<file path="src/rtl/alu_io_pkg.sv">
// Shared definitions for the ALU board I/O path: operand widths and the
// operand-loading sequencer stage encoding (also shown on the LEDs).
package alu_io_pkg;

  localparam int DATA_W = 8;
  localparam int OP_W   = 4;

  typedef enum logic [1:0] {
    LOAD_A  = 2'd0,
    LOAD_B  = 2'd1,
    LOAD_OP = 2'd2,
    SHOW    = 2'd3
  } stage_t;

endpackage

</file>
<file path="src/rtl/button_debouncer.sv">
// Counter-based debouncer for a single bouncy push button.
// The input must hold a new level for 2^DEBOUNCE_BITS consecutive samples
// before the stable level follows it; rise pulses for one cycle after each
// stable rising edge.
module button_debouncer #(
  parameter int DEBOUNCE_BITS = 16
) (
  input  logic clock,
  input  logic reset,
  input  logic raw,
  output logic level,
  output logic rise
);

  localparam logic [DEBOUNCE_BITS-1:0] COUNT_MAX = '1;
  localparam logic [DEBOUNCE_BITS-1:0] COUNT_ONE = {{(DEBOUNCE_BITS-1){1'b0}}, 1'b1};

  logic [DEBOUNCE_BITS-1:0] count_reg, count_next;
  logic                     level_reg, level_next;
  logic                     rise_reg;

  // Count consecutive disagreeing samples; accept the new level once the
  // counter has saturated, and restart counting on any agreeing sample.
  always_comb begin
    count_next = '0;
    level_next = level_reg;
    if (raw != level_reg) begin
      if (count_reg == COUNT_MAX) begin
        level_next = raw;
      end else begin
        count_next = count_reg + COUNT_ONE;
      end
    end
  end

  // Debounce state and the registered rising-edge pulse.
  always_ff @(posedge clock) begin
    if (reset) begin
      count_reg <= '0;
      level_reg <= 1'b0;
      rise_reg  <= 1'b0;
    end else begin
      count_reg <= count_next;
      level_reg <= level_next;
      rise_reg  <= level_next & ~level_reg;
    end
  end

  assign level = level_reg;
  assign rise  = rise_reg;

endmodule

</file>
<file path="src/rtl/operand_loader.sv">
// Turns the switch bank and centre button into registered ALU operands.
// Each debounced press steps LOAD_A -> LOAD_B -> LOAD_OP -> SHOW -> LOAD_A,
// capturing A, B and the opcode from the switches along the way.
// Optional macro OPERAND_LOADER_SYNC_EN: when defined, btn and sw pass
// through 2-flop synchronizers first (2 extra cycles of latency); when
// undefined they are sampled directly, which only suits simulation.
module operand_loader
  import alu_io_pkg::*;
#(
  parameter int DEBOUNCE_BITS = 16
) (
  input  logic              clock,
  input  logic              reset,
  input  logic [15:0]       sw,
  input  logic              btn,
  output logic [DATA_W-1:0] a,
  output logic [DATA_W-1:0] b,
  output logic [OP_W-1:0]   op,
  output logic [1:0]        stage,
  output logic              valid,
  output logic              press
);

  logic        btn_s;
  logic [15:0] sw_s;
  logic        press_w;
  logic        level_unused;
  logic        sw_unused;

`ifdef OPERAND_LOADER_SYNC_EN
  logic [1:0] btn_sync_reg;
  logic [15:0] sw_meta_reg;
  logic [15:0] sw_sync_reg;

  // Two-flop synchronizer for the button.
  always_ff @(posedge clock) begin
    if (reset) begin
      btn_sync_reg <= 2'b00;
    end else begin
      btn_sync_reg <= {btn_sync_reg[0], btn};
    end
  end

  // Per-bit two-flop synchronizers for the switch bank.
  for (genvar gi = 0; gi < 16; gi++) begin : g_sw_sync
    always_ff @(posedge clock) begin
      if (reset) begin
        sw_meta_reg[gi] <= 1'b0;
        sw_sync_reg[gi] <= 1'b0;
      end else begin
        sw_meta_reg[gi] <= sw[gi];
        sw_sync_reg[gi] <= sw_meta_reg[gi];
      end
    end
  end

  assign btn_s = btn_sync_reg[1];
  assign sw_s  = sw_sync_reg;
`else
  assign btn_s = btn;
  assign sw_s  = sw;
`endif

  // Upper switches are not used by this block.
  assign sw_unused = ^sw_s[15:DATA_W];

  button_debouncer #(
    .DEBOUNCE_BITS(DEBOUNCE_BITS)
  ) u_debouncer (
    .clock(clock),
    .reset(reset),
    .raw  (btn_s),
    .level(level_unused),
    .rise (press_w)
  );

  stage_t              stage_reg, stage_next;
  logic [DATA_W-1:0]   a_reg, a_next;
  logic [DATA_W-1:0]   b_reg, b_next;
  logic [OP_W-1:0]     op_reg, op_next;
  logic                valid_reg, valid_next;

  // Sequencer: on each press, capture the operand for the current stage
  // and advance; everything not being loaded holds.
  always_comb begin
    stage_next = stage_reg;
    a_next     = a_reg;
    b_next     = b_reg;
    op_next    = op_reg;
    valid_next = valid_reg;
    if (press_w) begin
      case (stage_reg)
        LOAD_A: begin
          a_next     = sw_s[DATA_W-1:0];
          stage_next = LOAD_B;
        end
        LOAD_B: begin
          b_next     = sw_s[DATA_W-1:0];
          stage_next = LOAD_OP;
        end
        LOAD_OP: begin
          op_next    = sw_s[OP_W-1:0];
          valid_next = 1'b1;
          stage_next = SHOW;
        end
        default: begin
          valid_next = 1'b0;
          stage_next = LOAD_A;
        end
      endcase
    end
  end

  // Sequencer state and operand registers.
  always_ff @(posedge clock) begin
    if (reset) begin
      stage_reg <= LOAD_A;
      a_reg     <= '0;
      b_reg     <= '0;
      op_reg    <= '0;
      valid_reg <= 1'b0;
    end else begin
      stage_reg <= stage_next;
      a_reg     <= a_next;
      b_reg     <= b_next;
      op_reg    <= op_next;
      valid_reg <= valid_next;
    end
  end

  assign a     = a_reg;
  assign b     = b_reg;
  assign op    = op_reg;
  assign stage = stage_reg;
  assign valid = valid_reg;
  assign press = press_w;

endmodule

</file>
<file path="config.mk">
export PLATFORM = sky130hd
export DESIGN_NAME = operand_loader
export DESIGN_NICKNAME = d
export VERILOG_FILES = /design/src/rtl/alu_io_pkg.sv /design/src/rtl/button_debouncer.sv /design/src/rtl/operand_loader.sv
export SDC_FILE = /design/constraint.sdc
export NUM_CORES = 1
export LEC_CHECK = 0
export ABC_AREA = 1
export BUFFER_PORTS_ARGS = -buffer_cell sky130_fd_sc_hd__buf_4
export CAP_MARGIN = 40
export CORE_MARGIN = 5
export CORE_UTILIZATION = 50
export CTS_CLUSTER_SIZE = 14
export DETAILED_ROUTE_END_ITERATION = 10
export HOLD_SLACK_MARGIN = 0.05
export PLACE_DENSITY = 0.76
export REMOVE_ABC_BUFFERS = 1
export SYNTH_ARGS = -nofsm -noshare
export SYNTH_HDL_FRONTEND = slang
export SYNTH_SLANG_ARGS = --single-unit
</file>
<file path="constraint.sdc">
create_clock -name clock -period 1.7 [get_ports clock]
set_input_delay 0.51 -clock clock [delete_from_list [all_inputs] [get_ports clock]]
set_output_delay 0.51 -clock clock [all_outputs]
set_load 0.01 [all_outputs]
</file>
==> results.py <==
metrics = {
    "outcome": {
        "outcome": "completed",
    },
    "clock_tree": {
        "clock_sinks": 41,
        "cts_buffer_depth": 2,
        "cts.clk_slew.worst_paths_ps": 120,
        "post_cts_buffers": 0,
        "root_buffer": "clkbuf_4",
        "h-tree-depth": 2,
        "holdBufCountCts": 0,
        "cts_tree": "done",
        "clk_latency_ps": 340,
        "cts_inserted_buffers": 5,
        "cts_resized": 0,
    },
    "drt": {
        "vias": 1522,
        "ant_nets": 0,
        "wl_per_cell_um": 10.0,
        "wl_um": 3250,
        "vias_per_cell": 4.71,
        "firstDrtPassIters": 4,
        "drt-initial-drc-count": 77,
        "drc": 0,
    },
    "grt": {
        "grt_max_degree": 23,
        "grt_pass1_vias": 1364,
        "track_usage_pct": 15.1,
        "antenna_found_initial": 0,
        "grt-ovfl-total": 0,
        "grt_pass1_wl_um": 5400,
    },
    "sta": {
        "finClkSkew_ps": 15.9,
        "tns_ps": 0,
        "hold_violations": 0,
        "maxSlewHeadroom_pct": 81.5,
        "grt_setup_unrepaired": "false",
        "setup_viol": 0,
        "fin_crit_sh_pct": 89.8,
        "period_needed_ps": 1530,
        "fmax_mhz": 655,
        "worstMarginPinSlew_ps": 277,
        "slew_violations": 0,
    },
    "floorplanning": {
        "dieArea_um2": 4720,
        "floorplan.initialDensity_pct": 51.6,
        "boundaryPins": 43,
        "coreArea_um2": 3340,
        "num_rows": 21,
        "die_h_um": 68.7,
        "dieWidth_um": 68.7,
    },
    "critical_path": {
        "cp-end-kind": "output pin",
        "path_delay_family": "flip-flops",
        "arrival_ps": 1020,
        "critPathSlowestCell": "dfxtp_1",
        "critPathMaxStageDelay_ps": 500,
        "cp-start-kind": "register",
        "crit_fanout": 9,
        "crit_buf_inv": 1,
        "crit_type": "register to output pin",
        "required_ps": 1190,
        "crit_chain": "buf_4",
    },
    "placed_design": {
        "routabilityCongestion": 0.773,
        "numPortBuffers": 34,
        "dp_hpwl_um": 2480,
        "dp.cells": 315,
        "placed_area_um2": 2040,
    },
    "run": {
        "drv_cap": 0,
    },
    "cells_and_area": {
        "largest_register_ffs": 16,
        "final_cells": 323,
        "stdcell_area_um2": 2090,
        "syn2layout_area_growth_pct": 21.4,
        "layout.nets": 300,
        "regArea_um2": 821,
        "drive_above_1_share_pct": 17.0,
        "num_antenna_cells": 0,
        "n_fill_cell": 327,
        "multi_input_area_um2": 796,
    },
    "synthesis": {
        "synth_top_area_share_pct": 47.6,
        "syn_area_um2": 1720,
        "synth-seq-area-share_pct": 47.6,
        "synthDistinctLibCells": 19,
        "yosys_warnings": 0,
        "synth_seq_cells": 41,
        "synth_area_leaders": "dfxtp_1 (48%), nor2_1 (17%), nand2_1 (8.1%), o21ai_0 (5.8%), inv_1 (4.8%)",
        "netlist_instances": 237,
        "syn_avg_cell_area_um2": 7.27,
        "synth_top_cell_by_area": "dfxtp_1",
    },
    "pwr": {
        "power.density_nw_per_um2": 708,
        "p_leak_nw": 0.905,
        "peakVddDrop_mv": 0.479,
    },
    "min_path": {
        "hp-class": "input port to register",
    },
}
==> layer usage <==
layer	routed length [um]	share of wire (%)	vias up	track usage, %
li1	-	-	820	-
met1	1450	45	660	16.8
met2	1530	47	37	27.1
met3	224	6.9	5	3.57
met4	38	1.2	0	6.57
met5	0	0	-	0
==> final timing paths <==
check / startpoint / to / slack [ps] / depth (start not counted)
worst min-delay path: reset / valid / 340 / 2
worst max-delay path: u_debouncer.rise / press / 170 / 1
worst min register to register: u_debouncer.count_reg[0] / u_debouncer.count_reg[0] / 450 / 1
worst max register to register: u_debouncer.count_reg[0] / u_debouncer.count_reg[3] / 300 / 7
==> kinds of logic (layout without fill, tap and decap cells) <==
family,count (synthesis),count (layout),synth area share [%]
fa+ha+maj,5,5,3.63
compound gates,32,32,10.4
flops,41,41,47.6
buf+inv,26,66,6.17
simple gates,127,127,29.1
xor+xnor,6,6,3.05
==> power by group <==
part | internal (mW) | switching (mW) | leakage [nW]
Combinational | 0.0301 | 0.0313 | 0.543
Sequential | 0.963 | 0.00153 | 0.330
Clock | 0.158 | 0.297 | 0.0320
==> cell type report <==
class | instances | share of cell area [%]
Clock buffer | 6 | 1.97
Clock inverter | 2 | 0.479
Inverter | 22 | 3.95
Multi-Input combinational cell | 170 | 38.1
Sequential cell | 41 | 39.3
Tap cell | 46 | 2.75
Timing Repair Buffer | 36 | 13.5
==> layout by cell type, fill, tap and decap left out, drive strengths merged <==
master  count
a21oi       8
buf        36
clkbuf      6
clkinv      2
dfxtp      41
ha          5
inv        22
nand2      38
nand3       8
nand4       3
nor2       77
o21ai      21
o21bai      3
or2         1
xnor2       3
xor2        3
==> synth_stat cells <==
cell type  instances
nor2_1            76
nor2_2             1
nand2_1           37
nand3_1            8
inv_1             22
ha_1               5
clkbuf_1           2
or2_2              1
o21ai_4            1
o21ai_0           20
dfxtp_1           41
nand4_1            3
xor2_1             3
buf_2              1
a21oi_1            8
xnor2_1            3
nand2_2            1
o21bai_1           3
buf_6              1
==> through the flow <==
step / worst slack (ps) / utilization, % / hold WS, ps / power [mW]
after floorplan: 310 / - / 418 / 1.01
after global placement: 295 / 61.1 / 432 / 1.05
after detailed placement: 286 / 61.1 / 441 / 1.05
after CTS: 167 / 62.7 / 338 / 1.50
after global routing: 80.2 / 62.7 / 337 / 1.53
final: 173 / 62.7 / 341 / 1.48
(Power assumes the default switching activity.)
